[config.mk]
export PLATFORM = sky130hd
export DESIGN_NAME = idma_req_chunker
export DESIGN_NICKNAME = d
export VERILOG_FILES = /design/src/rtl/idma_chunker_pkg.sv /design/src/rtl/idma_outstanding_cnt.sv /design/src/rtl/idma_req_chunker.sv
export SDC_FILE = /design/constraint.sdc
export NUM_CORES = 1
export LEC_CHECK = 0
export CAP_MARGIN = 20
export CELL_PAD_IN_SITES_DETAIL_PLACEMENT = 1
export CELL_PAD_IN_SITES_GLOBAL_PLACEMENT = 1
export CORE_ASPECT_RATIO = 0.8
export CORE_MARGIN = 3
export CORE_UTILIZATION = 34
export DETAILED_ROUTE_END_ITERATION = 6
export PLACE_DENSITY = 0.81
export SKIP_CTS_REPAIR_TIMING = 1
export SYNTH_ARGS = -nofsm -noshare
export SYNTH_HDL_FRONTEND = slang
export SYNTH_SLANG_ARGS = --single-unit
[constraint.sdc]
create_clock -name clk_i -period 5.2 [get_ports clk_i]
set_clock_uncertainty 0.1 [all_clocks]
set_input_delay 1.04 -clock clk_i [delete_from_list [all_inputs] [get_ports clk_i]]
set_output_delay 1.04 -clock clk_i [all_outputs]
set_load 0.01 [all_outputs]
[src/rtl/idma_chunker_pkg.sv]
// Shared types for the iDMA request chunker: FSM states, burst request, chunk sizing.
package idma_chunker_pkg;

  localparam int unsigned AddrW = 64;
  localparam int unsigned LenW  = 64;
  localparam int unsigned OptW  = 8;

  typedef enum logic [1:0] {
    IDLE,
    SPLIT,
    DRAIN,
    DONE
  } chunker_state_e;

  typedef struct packed {
    logic [LenW-1:0]  length;
    logic [AddrW-1:0] src_addr;
    logic [AddrW-1:0] dst_addr;
    logic [OptW-1:0]  opt;
  } burst_req_t;

  function automatic logic [LenW-1:0] chunk_len(
    input logic [LenW-1:0] remaining,
    input logic [LenW-1:0] max_len
  );
    return (remaining < max_len) ? remaining : max_len;
  endfunction

endpackage

[src/rtl/idma_outstanding_cnt.sv]
// Up/down counter of issued-but-uncompleted chunks with full/empty flags.
module idma_outstanding_cnt #(
  parameter int unsigned Max = 16
) (
  input  logic clk,
  input  logic rst,
  input  logic inc,
  input  logic dec,
  output logic full,
  output logic empty
);

  localparam int unsigned W = $clog2(Max + 1);

  logic [W-1:0] count;
  logic         take;

  // A completion with nothing outstanding is dropped.
  assign take  = dec && !empty;
  assign full  = (count == W'(Max));
  assign empty = (count == '0);

  always_ff @(posedge clk) begin
    if (rst) begin
      count <= '0;
    end else if (inc && !take) begin
      count <= count + W'(1);
    end else if (!inc && take) begin
      count <= count - W'(1);
    end
  end

  a_no_underflow: assert property (
    @(posedge clk) disable iff (rst) !(dec && empty)
  );

endmodule

[src/rtl/idma_req_chunker.sv]
// Splits one burst at a time into ChunkBytes pieces; one completion pulse per burst.
// IDMA_CHUNKER_BYPASS_EN adds bypass_i to forward a burst as a single chunk.
module idma_req_chunker #(
  parameter int unsigned AddrWidth      = 64,
  parameter int unsigned LenWidth       = 64,
  parameter int unsigned ChunkBytes     = 4096,
  parameter int unsigned MaxOutstanding = 16,
  parameter type burst_req_t = idma_chunker_pkg::burst_req_t
) (
  input  logic       clk_i,
  input  logic       rst_i,
  input  burst_req_t req_i,
  input  logic       req_valid_i,
  output logic       req_ready_o,
  output burst_req_t req_o,
  output logic       req_valid_o,
  input  logic       req_ready_i,
  input  logic       chunk_done_i,
`ifdef IDMA_CHUNKER_BYPASS_EN
  input  logic       bypass_i,
`endif
  output logic       trans_complete_o,
  output logic       busy_o
);

  import idma_chunker_pkg::*;

  localparam logic [LenWidth-1:0] ChunkLen = LenWidth'(ChunkBytes);

  chunker_state_e state, next;
  burst_req_t     cur, chunk;
  logic [LenWidth-1:0] len;
  logic issue, last, full, empty, accept;

`ifdef IDMA_CHUNKER_BYPASS_EN
  logic byp;

  always_ff @(posedge clk_i) begin
    if (rst_i) begin
      byp <= 1'b0;
    end else if (accept) begin
      byp <= bypass_i;
    end
  end

  assign len = byp ? cur.length : chunk_len(cur.length, ChunkLen);
`else
  assign len = chunk_len(cur.length, ChunkLen);
`endif

  assign last   = (len == cur.length);
  assign accept = (state == IDLE) && req_valid_i && !rst_i;

  always_comb begin
    chunk        = cur;
    chunk.length = len;
  end

  idma_outstanding_cnt #(
    .Max (MaxOutstanding)
  ) u_cnt (
    .clk   (clk_i),
    .rst   (rst_i),
    .inc   (issue),
    .dec   (chunk_done_i),
    .full  (full),
    .empty (empty)
  );

  always_ff @(posedge clk_i) begin
    if (rst_i) begin
      state <= IDLE;
    end else begin
      state <= next;
    end
  end

  always_comb begin
    next             = state;
    req_ready_o      = 1'b0;
    req_valid_o      = 1'b0;
    req_o            = '0;
    trans_complete_o = 1'b0;
    busy_o           = 1'b0;
    issue            = 1'b0;
    unique case (state)
      IDLE: begin
        req_ready_o = 1'b1;
        if (req_valid_i) begin
          next = (req_i.length != '0) ? SPLIT : DONE;
        end
      end
      SPLIT: begin
        busy_o      = 1'b1;
        req_o       = chunk;
        req_valid_o = !full;
        issue       = req_valid_o && req_ready_i;
        if (issue && last) begin
          next = DRAIN;
        end
      end
      DRAIN: begin
        busy_o = 1'b1;
        if (empty) begin
          next = DONE;
        end
      end
      DONE: begin
        busy_o           = 1'b1;
        trans_complete_o = 1'b1;
        next             = IDLE;
      end
      default: next = IDLE;
    endcase
    // Outputs are quiet for the whole reset cycle, not just after it.
    if (rst_i) begin
      req_ready_o      = 1'b0;
      req_valid_o      = 1'b0;
      req_o            = '0;
      trans_complete_o = 1'b0;
      busy_o           = 1'b0;
      issue            = 1'b0;
    end
  end

  always_ff @(posedge clk_i) begin
    if (rst_i) begin
      cur <= '0;
    end else if (accept) begin
      cur <= req_i;
    end else if (issue) begin
      cur.src_addr <= cur.src_addr + AddrWidth'(len);
      cur.dst_addr <= cur.dst_addr + AddrWidth'(len);
      cur.length   <= cur.length - len;
    end
  end

endmodule

==> flow_summary_export.csv <==
group,metric,value,unit
cts,clockBufferDepth,3,
die,fp.dieW,270,um
timing,worstMarginPinSlew,1.04,ns
layout,syn_to_final_growth,32.9,%
synth,seq_area_frac_synth,0.219,
power,pwr-share-seq,0.259,
routing,drt-initial-drc-count,1112,
routing,postRouteWirelength,81100,um
setup_path,cp_max_fo,5,
synth,ys_seq_elements,207,
layout,antenna_cells,0,
cts,cts_buffers,26,
grt,grtUsageTotal,0.261,
synth,syn_inst,2626,
power,comb_power_share,0.502,
cts,tritoncts,"yes",
routing,wl_per_cell,21.3,um
synth,synthTopCellsByArea,"dfxtp_1 22%, ha_1 9.0%, a21oi_1 6.1%",
timing,fmax,196,MHz
routing,firstDrtPassIters,5,
setup_path,worst_setup_path_end_kind,"register",
placed_design,hpwl,62800,um
synth,synth_top_area_share,0.219,
routing,via_per_inst,5.57,
cts,cts.sinks,207,
cts,htree_levels,1,
setup_path,crit_chain,"or4_4 > or3_4 > nand4bb_4 > nor3_4 > buf_6 > and3_4 > ha_4 > inv_2 > fa_2 > nand2b_4 > a21oi_4 > a41oi_2 > a21o_1 > o21ba_4 > o31ai_4 > a21oi_4 > or4_4 > o21ai_2 > or3b_1",
outcome,outcome,"finished clean",
power,p_sw_frac,0.429,
placed_design,gp_congestion,0.919,
placed_design,dp_slack,-0.261,ns
power,p_per_area,353,mW/mm^2
setup_path,cp_top_family,"simple AND/OR/NAND/NOR gates",
timing,fin_crit_sh,0.983,
power,ir_worst_vdd,0.241,mV
synth,ys_types,86,
layout,finalNetCount,3388,
grt,grt_pass1_vias,22000,
setup_path,slowest_stage,"or4_4",
die,ios,409,
grt,grt_pass1_wl,124000,um
power,p_sw,0.00382,W
timing,period_needed,5.11,ns
die,rows,76,
timing,holdWs,0.359,ns
cts,clk_latency,0.58,ns
run,maxCapViolations,0,
setup_path,max_stage_delay,0.53,ns
die,dieArea,0.0586,mm^2
cts,cts-root-buf,"clkbuf_16",
timing,setup_viol,0,
power,internal_power,0.00507,W
setup_path,critPathBufInv,2,
cts,path_clk_slew,0.06,ns
synth,synth.avg_cell_area,7.22,um^2
synth,synth_edf_count,0,
min_path,holdCritPathClass,"reg2reg",
timing,rsz0062_at_grt,"true",
setup_path,critPathKind,"reg2reg",
grt,grt_max_degree,144,
routing,ant_nets,0,
die,die_h,217,um
placed_design,io_buffers,357,
power,p_clk_frac,0.239,
synth,syn-cell-area,0.0189,mm^2
timing,timing.slew.headroom,0.307,
synth,yosysTopAreaCell,"dfxtp_1",
die,start_util,0.348,
setup_path,start_kind,"register",
power,leakage,10.3,nW
setup_path,required,5.56,ns
routing,drc_errors,0,
synth,async_flop_share,0,
die,fp.coreArea,0.0545,mm^2
grt,grt_overflow_total,0,
layout,n_fill_cell,6759,
timing,hold_viol,0,
routing,vias,21200,
timing,drv_slew,0,
layout,drive_gt1_frac,0.0845,
grt,antenna_found_initial,4,
setup_path,cp.arrival,5.47,ns
timing,layout_setup_ws,0.0888,ns
synth,yosys_warnings,0,
synth,synth_ff_type,"dfxtp_1",
flip-flops by register name (all words and copies together), names as in the netlist:
name / cells
chunk: 136
state: 2
u_cnt.count: 5
cur: 64
path summary, 6_finish.rpt:
kind / startpoint / endpoint / slack [ns] / depth (start not counted)
worst max-delay path: cur[173] / chunk[132] / 0.09 / 19
worst min-delay path: chunk[6] / chunk[6] / 0.36 / 2
worst max register to register: cur[173] / chunk[132] / 0.09 / 19
worst min register to register: chunk[6] / chunk[6] / 0.36 / 2
per-stage QoR:
stage,total power [W],std cells,utilization,setup TNS (ns),instance area [um^2]
5_1_grt,0.00951,3805,0.462,-0.593,25200
2_1_floorplan,0.00515,2776,-,0,19600
6_report,0.00888,3805,0.462,0,25200
3_3_place_gp,0.00636,3748,0.437,-0.138,23800
3_5_place_dp,0.00649,3748,0.437,-1.46,23800
4_1_cts,0.00866,3796,0.455,-1.91,24800
cells by family after synthesis:
logic type,after synthesis,share of synthesized area
AOI/OAI and AO/OA,809,0.281
xor gates and xnor gates,124,0.0573
adders and majority gates,139,0.0930
buffers and inverters,277,0.0658
DFF,207,0.219
muxes,10,0.00555
other,2,0.000396
and+or+nand+nor,1058,0.278
power by group through the flow:
stage                     Sequential [W]  Clock [W]  Combinational (W)
after global routing             0.00235    0.00224            0.00492
final                            0.00230    0.00212            0.00446
after floorplan                  0.00218          0            0.00297
after global placement           0.00231          0            0.00406
after detailed placement         0.00233          0            0.00416
after CTS                        0.00230    0.00217            0.00419
routing by layer:
layer | global-route usage | vias to the layer above | part of all wire
li1 | - | 10200 | -
met1 | 0.340 | 10300 | 0.45
met2 | 0.452 | 536 | 0.47
met3 | 0.0407 | 110 | 0.055
met4 | 0.0651 | 8 | 0.025
met5 | 0 | - | 0.00059
cells in the mapped netlist, types with 17 or more instances:
cell type and number:
xor2_1 51, a211oi_1 56, o21bai_1 33, nor2_1 243, dfxtp_1 207, a31oi_1 31
or3_1 24, a311oi_1 74, buf_4 51, o211ai_1 18, a21o_1 71, ha_1 136
and3_1 47, or4_1 17, nor4_1 34, o21a_1 19, nand3_1 53, and2_1 145
clkbuf_1 165, nand4_1 53, nand2_1 306, a21oi_1 232, xnor2_1 73, inv_1 46
nor2b_1 18, o21ai_0 150, nor3_1 68
layout make-up:
type                            count  area [um^2]  area share
Clock inverter                     16          273      0.0108
Tap cell                          741          927      0.0368
Multi-Input combinational cell   2292        14500       0.576
Timing Repair Buffer              470         4440       0.176
Inverter                           47          178     0.00706
Sequential cell                   207         4150       0.165
Clock buffer                       32          713      0.0283
cells in the final DEF (no fill, tap or decap), types with 111 or more instances in the layout:
cell,n
o21ai_0,141
clkdlybuf4s50_1,356
conb_1,152
dfxtp_1,206
nor2_1,242
ha_1,133
a21oi_1,220
nand2_1,305
buf_4,111
and2_1,144
worst reg2reg max path: stages, from the launching register on:
cell and delay, ns:
dfxtp_2 0.32, or4_4 0.53, or3_4 0.35, nand4bb_4 0.26
nor3_4 0.32, buf_6 0.16, and3_4 0.20, ha_4 0.14
inv_2 0.04, fa_2 0.34, nand2b_4 0.16, a21oi_4 0.16
a41oi_2 0.14, a21o_1 0.24, o21ba_4 0.23, o31ai_4 0.29
a21oi_4 0.13, or4_4 0.45, o21ai_2 0.12, or3b_1 0.34
No activity file was read; power rests on OpenSTA's default activity.
